$ cat config.mk
export PLATFORM = sky130hd
export DESIGN_NAME = yolo_isif_src
export DESIGN_NICKNAME = d
export VERILOG_FILES = /design/src/rtl/yolo_stream_pkg.sv /design/src/rtl/yolo_sync_fifo.sv /design/src/rtl/yolo_isif_src.sv
export SDC_FILE = /design/constraint.sdc
export NUM_CORES = 1
export LEC_CHECK = 0
export ABC_AREA = 1
export BUFFER_PORTS_ARGS = -buffer_cell sky130_fd_sc_hd__buf_2
export CAP_MARGIN = 10
export CORE_MARGIN = 2
export CORE_UTILIZATION = 50
export DETAILED_ROUTE_END_ITERATION = 8
export PLACE_DENSITY = 0.66
export SETUP_SLACK_MARGIN = 0.2
export SLEW_MARGIN = 40
export SYNTH_ARGS = -nofsm -noshare
export SYNTH_HDL_FRONTEND = slang
export SYNTH_SLANG_ARGS = --single-unit
$ cat constraint.sdc
create_clock -name clk -period 5.36 [get_ports clk]
set_input_delay 0 -clock clk [delete_from_list [all_inputs] [get_ports clk]]
set_output_delay 0 -clock clk [all_outputs]
set_load 0.005 [all_outputs]
$ cat src/rtl/yolo_stream_pkg.sv
// Shared definitions for the yolo core-side stream blocks.
//   - Default stream widths and the consumer burst length.
//   - Bit offsets of the packed {last, user, strb, data} FIFO word.
//   - Encoding of the isif burst-gate state.
package yolo_stream_pkg;

  localparam int TBITS_DEF     = 32;
  localparam int TBYTE_DEF     = 4;
  localparam int BURST_LEN_DEF = 8;

  // Packed word layout, data in the low bits:
  //   [tbits-1:0]              data
  //   [tbits+tbyte-1:tbits]    strb
  //   [tbits+tbyte]            user
  //   [tbits+tbyte+1]          last
  function automatic int data_lsb();
    return 0;
  endfunction

  function automatic int strb_lsb(input int tbits);
    return tbits;
  endfunction

  function automatic int user_bit(input int tbits, input int tbyte);
    return tbits + tbyte;
  endfunction

  function automatic int last_bit(input int tbits, input int tbyte);
    return tbits + tbyte + 1;
  endfunction

  typedef enum logic {
    IDLE  = 1'b0,
    BURST = 1'b1
  } gate_state_e;

endpackage

$ cat src/rtl/yolo_sync_fifo.sv
// Synchronous first-word-fall-through FIFO.
//   clk, rst     : clock, asynchronous active-high reset (pointers/count only)
//   wr_en        : write request; ignored while full
//   wr_data      : word to store
//   rd_en        : read request; ignored while empty
//   rd_data      : head word, valid whenever !empty (zero while empty)
//   count        : number of stored words
//   full, empty  : status flags decoded from count
module yolo_sync_fifo
  import yolo_stream_pkg::*;
#(
  parameter int W     = 38,
  parameter int DEPTH = 16
) (
  input  logic                     clk,
  input  logic                     rst,
  input  logic                     wr_en,
  input  logic [W-1:0]             wr_data,
  input  logic                     rd_en,
  output logic [W-1:0]             rd_data,
  output logic [$clog2(DEPTH):0]   count,
  output logic                     full,
  output logic                     empty
);

  localparam int AW = $clog2(DEPTH);
  localparam int CW = AW + 1;

  logic [W-1:0]  mem [DEPTH];
  logic [AW-1:0] wr_ptr;
  logic [AW-1:0] rd_ptr;
  logic          do_push;
  logic          do_pop;

  assign full    = (count == CW'(DEPTH));
  assign empty   = (count == '0);
  assign do_push = wr_en && !full;
  assign do_pop  = rd_en && !empty;

  // Head is presented straight from storage; forced to zero when nothing is
  // buffered so the port reads as cleared after reset.
  assign rd_data = empty ? '0 : mem[rd_ptr];

  always_ff @(posedge clk) begin
    if (do_push) mem[wr_ptr] <= wr_data;
  end

  // Pointers are exactly AW bits wide, so DEPTH-1 wraps to 0 on increment.
  always_ff @(posedge clk or posedge rst) begin
    if (rst) begin
      wr_ptr <= '0;
      rd_ptr <= '0;
      count  <= '0;
    end else begin
      if (do_push) wr_ptr <= wr_ptr + AW'(1);
      if (do_pop)  rd_ptr <= rd_ptr + AW'(1);
      case ({do_push, do_pop})
        2'b10:   count <= count + CW'(1);
        2'b01:   count <= count - CW'(1);
        default: count <= count;
      endcase
    end
  end

endmodule

$ cat src/rtl/yolo_isif_src.sv
// AXI4-Stream slave to core-side FWFT read port (isif_*).
// The core reads a fixed burst of BURST_LEN words once it sees isif_empty_n,
// so empty_n is only armed once a full burst or a tlast-terminated packet
// is buffered.
//   s_axis_*        : stream input; tready = !full
//   isif_*_dout     : head word fields (first-word-fall-through)
//   isif_empty_n    : burst available / in progress
//   isif_read       : pop head word
//   fill_level      : stored word count
//   underflow_err   : sticky, set by isif_read with nothing stored
module yolo_isif_src
  import yolo_stream_pkg::*;
#(
  parameter int TBITS     = TBITS_DEF,
  parameter int TBYTE     = TBYTE_DEF,
  parameter int DEPTH     = 16,
  parameter int BURST_LEN = BURST_LEN_DEF
) (
  input  logic                   clk,
  input  logic                   rst,
  input  logic [TBITS-1:0]       s_axis_tdata,
  input  logic [TBYTE-1:0]       s_axis_tstrb,
  input  logic                   s_axis_tlast,
  input  logic                   s_axis_tuser,
  input  logic                   s_axis_tvalid,
  output logic                   s_axis_tready,
  output logic [TBITS-1:0]       isif_data_dout,
  output logic [TBYTE-1:0]       isif_strb_dout,
  output logic                   isif_last_dout,
  output logic                   isif_user_dout,
  output logic                   isif_empty_n,
  input  logic                   isif_read,
  output logic [$clog2(DEPTH):0] fill_level,
  output logic                   underflow_err
);

  localparam int W        = TBITS + TBYTE + 2;
  localparam int LW       = $clog2(DEPTH) + 1;
  localparam int BCW      = $clog2(BURST_LEN) + 1;
  localparam int DATA_LSB = data_lsb();
  localparam int STRB_LSB = strb_lsb(TBITS);
  localparam int USER_BIT = user_bit(TBITS, TBYTE);
  localparam int LAST_BIT = last_bit(TBITS, TBYTE);

  logic [W-1:0]   wr_word;
  logic [W-1:0]   head;
  logic [LW-1:0]  count;
  logic           full;
  logic           empty;
  logic           push;
  logic           pop;
  logic           pop_last;
  logic [LW-1:0]  last_cnt;
  logic [BCW-1:0] burst_cnt_q;
  logic [BCW-1:0] burst_cnt_d;
  gate_state_e    state_q;
  gate_state_e    state_d;

  assign s_axis_tready = !full;
  assign push          = s_axis_tvalid && s_axis_tready;
  assign pop           = isif_read && !empty;

  always_comb begin
    wr_word                           = '0;
    wr_word[DATA_LSB +: TBITS]        = s_axis_tdata;
    wr_word[STRB_LSB +: TBYTE]        = s_axis_tstrb;
    wr_word[USER_BIT]                 = s_axis_tuser;
    wr_word[LAST_BIT]                 = s_axis_tlast;
  end

  yolo_sync_fifo #(
    .W     (W),
    .DEPTH (DEPTH)
  ) u_fifo (
    .clk     (clk),
    .rst     (rst),
    .wr_en   (push),
    .wr_data (wr_word),
    .rd_en   (pop),
    .rd_data (head),
    .count   (count),
    .full    (full),
    .empty   (empty)
  );

  assign isif_data_dout = head[DATA_LSB +: TBITS];
  assign isif_strb_dout = head[STRB_LSB +: TBYTE];
  assign isif_user_dout = head[USER_BIT];
  assign isif_last_dout = head[LAST_BIT];
  assign pop_last       = pop && head[LAST_BIT];
  assign fill_level     = count;

  // Decoded from registers only, so an asynchronous reset drops it at once.
  assign isif_empty_n   = (state_q == BURST) && !empty;

  // last_cnt tracks how many buffered words close a packet; any nonzero
  // value means a short packet can be released without a full burst.
  always_ff @(posedge clk or posedge rst) begin
    if (rst) begin
      last_cnt      <= '0;
      underflow_err <= 1'b0;
      state_q       <= IDLE;
      burst_cnt_q   <= '0;
    end else begin
      case ({push && s_axis_tlast, pop_last})
        2'b10:   last_cnt <= last_cnt + LW'(1);
        2'b01:   last_cnt <= last_cnt - LW'(1);
        default: last_cnt <= last_cnt;
      endcase
      if (isif_read && empty) underflow_err <= 1'b1;
      state_q     <= state_d;
      burst_cnt_q <= burst_cnt_d;
    end
  end

  // The burst counter follows isif_read rather than the qualified pop: the
  // consumer's fixed-length burst must close the gate even if it underflows.
  always_comb begin
    state_d     = state_q;
    burst_cnt_d = burst_cnt_q;
    case (state_q)
      IDLE: begin
        if (count >= LW'(BURST_LEN) || last_cnt != '0) begin
          state_d     = BURST;
          burst_cnt_d = BCW'(BURST_LEN);
        end
      end
      BURST: begin
        if (isif_read) begin
          burst_cnt_d = burst_cnt_q - BCW'(1);
          if (burst_cnt_q == BCW'(1) || pop_last) state_d = IDLE;
        end
      end
      default: state_d = IDLE;
    endcase
  end

endmodule

==> impl_metrics.tcl <==
set metrics [dict create \
    status "completed" \
    syn_nets 2179 \
    synthFlopType "edfxtp_1" \
    syn_area_sq_um 25800 \
    die_w_microns 231 \
    path_class "reg -> out" \
    fin_ws_ns 1.50 \
    cts_tree "built" \
    netlist.area_leader.share_pct 70.7 \
    pin_count 88 \
    drtAntennaViolNets 0 \
    rows 83 \
    slowest_delay_ns 0.75 \
    worst-endpoint-required_ns 5.36 \
    firstDrtPassIters 6 \
    syn_to_final_growth_pct 13.3 \
    placed_cell_area_sq_um 27000 \
    final_cells 2957 \
    die_area_sq_um 53500 \
    cpLargestDelayFamily "buffers and inverters" \
    core_area_sq_um 51200 \
    crit_fanout 93 \
    drc 0 \
    utilization_pct 57.2 \
    rsz0062_at_grt "false" \
    overflow 0 \
    stdcell_area_sq_um 29300 \
    clk_pin_slew_ns 0.06 \
    fin_nets 2283 \
    fillers 4025 \
    synth_edf_count 608 \
    ctsHtreeMaxLevel 2 \
    synth-seq-cells 632 \
    clock_latency_ns 0.63 \
    maxCapViolations 0 \
    synth_area_leaders "edfxtp_1 71%, nand2_1 9.6%, nand3_1 9.0%" \
    grt_max_degree 97 \
    critPathLaunchType "flip-flop" \
    cp_cell_sequence "inv_8 -> buf_12 -> buf_16 -> buf_16 -> nand2_1 -> nand3_1 -> nand3_1 -> a21oi_1 -> o21a_1 -> buf_2" \
    gp_congestion 0.767 \
    setup_viol 0 \
    synth.distinct_cells 33 \
    crit_arrival_ns 3.86 \
    hold_ws_ns 0.247 \
    cts_sinks 632 \
    die_y_microns 231 \
    cts_root_buf "clkbuf_16" \
    tightestPinTransition_ns 0.857 \
    vias_per_cell 5.63 \
    hold_path_class "in -> reg" \
    dr.first_iter.drc_count 1689 \
    synth_warnings 0 \
    critPathBufInv 5 \
    synth.most_common_cell "nand2_1" \
    fmaxAchievable_ghz 0.259 \
    crit_slowest_cell "dfrtp_4" \
    cts_made_buffers 61 \
    syn_avg_cell_area_sq_um 12.2 \
    hold_viol 0 \
    synth_top_cell_by_area "edfxtp_1" \
    post-dp-hpwl_mm 32.4 \
    synth-async-reset-ratio_pct 3.80 \
    layout-drive-gt1-share_pct 10.5 \
    antenna_found_initial 2 \
    multiInputGateArea_sq_um 6160 \
    dpl_worst_slack_ns 1.71 \
    min_period_ns 3.86 \
    min_period_over_period_pct 72.0 \
    vias 16700 \
    skew_ns 0.0142 \
    grt_pass1_vias 16300 \
    port_buffers 87 \
    cts_setup_buffers 0 \
    initial_core_util_pct 50.5 \
    power_mw 15.6 \
    end_kind "primary output" \
    track_usage_pct 23.4 \
    synth-seq-area-share_pct 73.0 \
    synthTopCellsByCount "659 x nand2_1, 608 x edfxtp_1, 465 x nand3_1" \
    wire_per_inst_microns 21.0 \
    dp.cells 2798 \
    regArea_sq_um 18900 \
    cts_buffer_depth 3 \
    slew_violations 0 \
    power_density_nw_per_um2 533 \
    grt_pass1_wl_mm 94.9 \
    wirelength_mm 62.2 \
    slew_headroom_pct 42.7 \
    synthCells 2120 \
    power_leakage_nw 10.5 \
    ir_drop_mv 0.376 \
    fin_setup_tns_ns 0 \
]
[area by class of cell]
class	count	area share [%]
Sequential cell	632	64.5
Multi-Input combinational cell	1315	21.1
Clock buffer	82	5.48
Timing Repair Buffer	170	4.71
Tap cell	680	2.91
Clock inverter	32	0.739
Inverter	44	0.611
Antenna cell	2	0.0171
[sequential cells by signal, summed over array words and instances, names as in the netlist]
register,count
u_fifo.rd_ptr,4
burst_cnt_q,4
u_fifo.count,5
underflow_err,1
state_q,1
last_cnt,5
u_fifo.wr_ptr,4
u_fifo.mem,608
[worst reg2reg max path, cell delays in order (launching register included)]
cell	delay, ns
dfrtp_4	0.71
clkinv_2	0.69
nand3_1	0.32
nand3_1	0.10
nand2_1	0.16
nand2_1	0.09
inv_1	0.07
ha_1	0.27
inv_1	0.09
fa_1	0.39
or2_2	0.32
nand2_1	0.08
a21oi_1	0.07
xor2_1	0.14
nand2_1	0.06
nand2_1	0.04
[layer usage]
metal	global-route usage (%)	up-vias	share of wire [%]
met4	7.52	0	2.8
met2	38.3	666	48
met5	0	-	0
met3	4.34	131	7.7
li1	-	7716	-
met1	31.8	8146	42
[placed cells by master, fill, tap and decap left out, types with 3 or more instances in the layout]
| cell type | n |
|---|---|
| o21ai_0 | 8 |
| buf_8 | 6 |
| dlygate4sd3_1 | 42 |
| clkbuf_1 | 21 |
| inv_2 | 4 |
| edfxtp_1 | 608 |
| clkbuf_16 | 61 |
| dfrtp_4 | 3 |
| buf_4 | 22 |
| buf_2 | 87 |
| nand3_1 | 465 |
| nor2_1 | 3 |
| a21oi_1 | 81 |
| ha_1 | 15 |
| o21a_1 | 37 |
| o21ai_1 | 4 |
| clkinv_1 | 19 |
| nand2_2 | 4 |
| nand2_1 | 659 |
| buf_6 | 5 |
| dfrtp_1 | 20 |
| inv_1 | 37 |
| nor2_4 | 16 |
| clkinv_2 | 8 |
| or2_2 | 3 |
| xor2_1 | 6 |
| buf_16 | 7 |
| inv_6 | 3 |
| xnor2_1 | 4 |
[kinds of logic (layout without fill, tap and decap cells)]
logic type / Yosys count / in the layout / synth area share, %
adders and majority gates: 17 / 17 / 0.881
xor gates and xnor gates: 10 / 10 / 0.339
buffers and inverters: 173 / 328 / 3.62
and+or+nand+nor: 1153 / 1153 / 19.2
other: 0 / 2 / 0
DFF: 632 / 632 / 73.0
AOI/OAI and AO/OA: 135 / 135 / 3.02
[timing repair]
action | 4_1_cts | 5_1_grt
endpoints found under the setup margin | 0 | 0
resized for setup | 0 | 0
hold buffers | 42 | 0
hold endpoints to repair | 649 | 0
[path summary, 6_finish.rpt]
path / start / end / slack [ns] / depth (start not counted)
max reg2reg: u_fifo.rd_ptr[2] / last_cnt[4] / 1.64 / 15
max in group asynchronous: rst / u_fifo.rd_ptr[1] / 4.44 / 4
min reg2reg: underflow_err / underflow_err / 0.48 / 1
max: u_fifo.rd_ptr[0] / isif_data_dout[23] / 1.50 / 10
min: s_axis_tvalid / u_fifo.wr_ptr[0] / 0.25 / 4
min in group asynchronous: rst / burst_cnt_q[3] / 0.52 / 4
[power by group]
| part | switching (mW) | internal, mW |
|---|---|---|
| registers | 0.306 | 5.94 |
| logic | 3.64 | 1.75 |
| clock network | 1.77 | 2.19 |
| total | 5.72 | 9.89 |
Note: power is estimated with default switching activity, not from simulation.
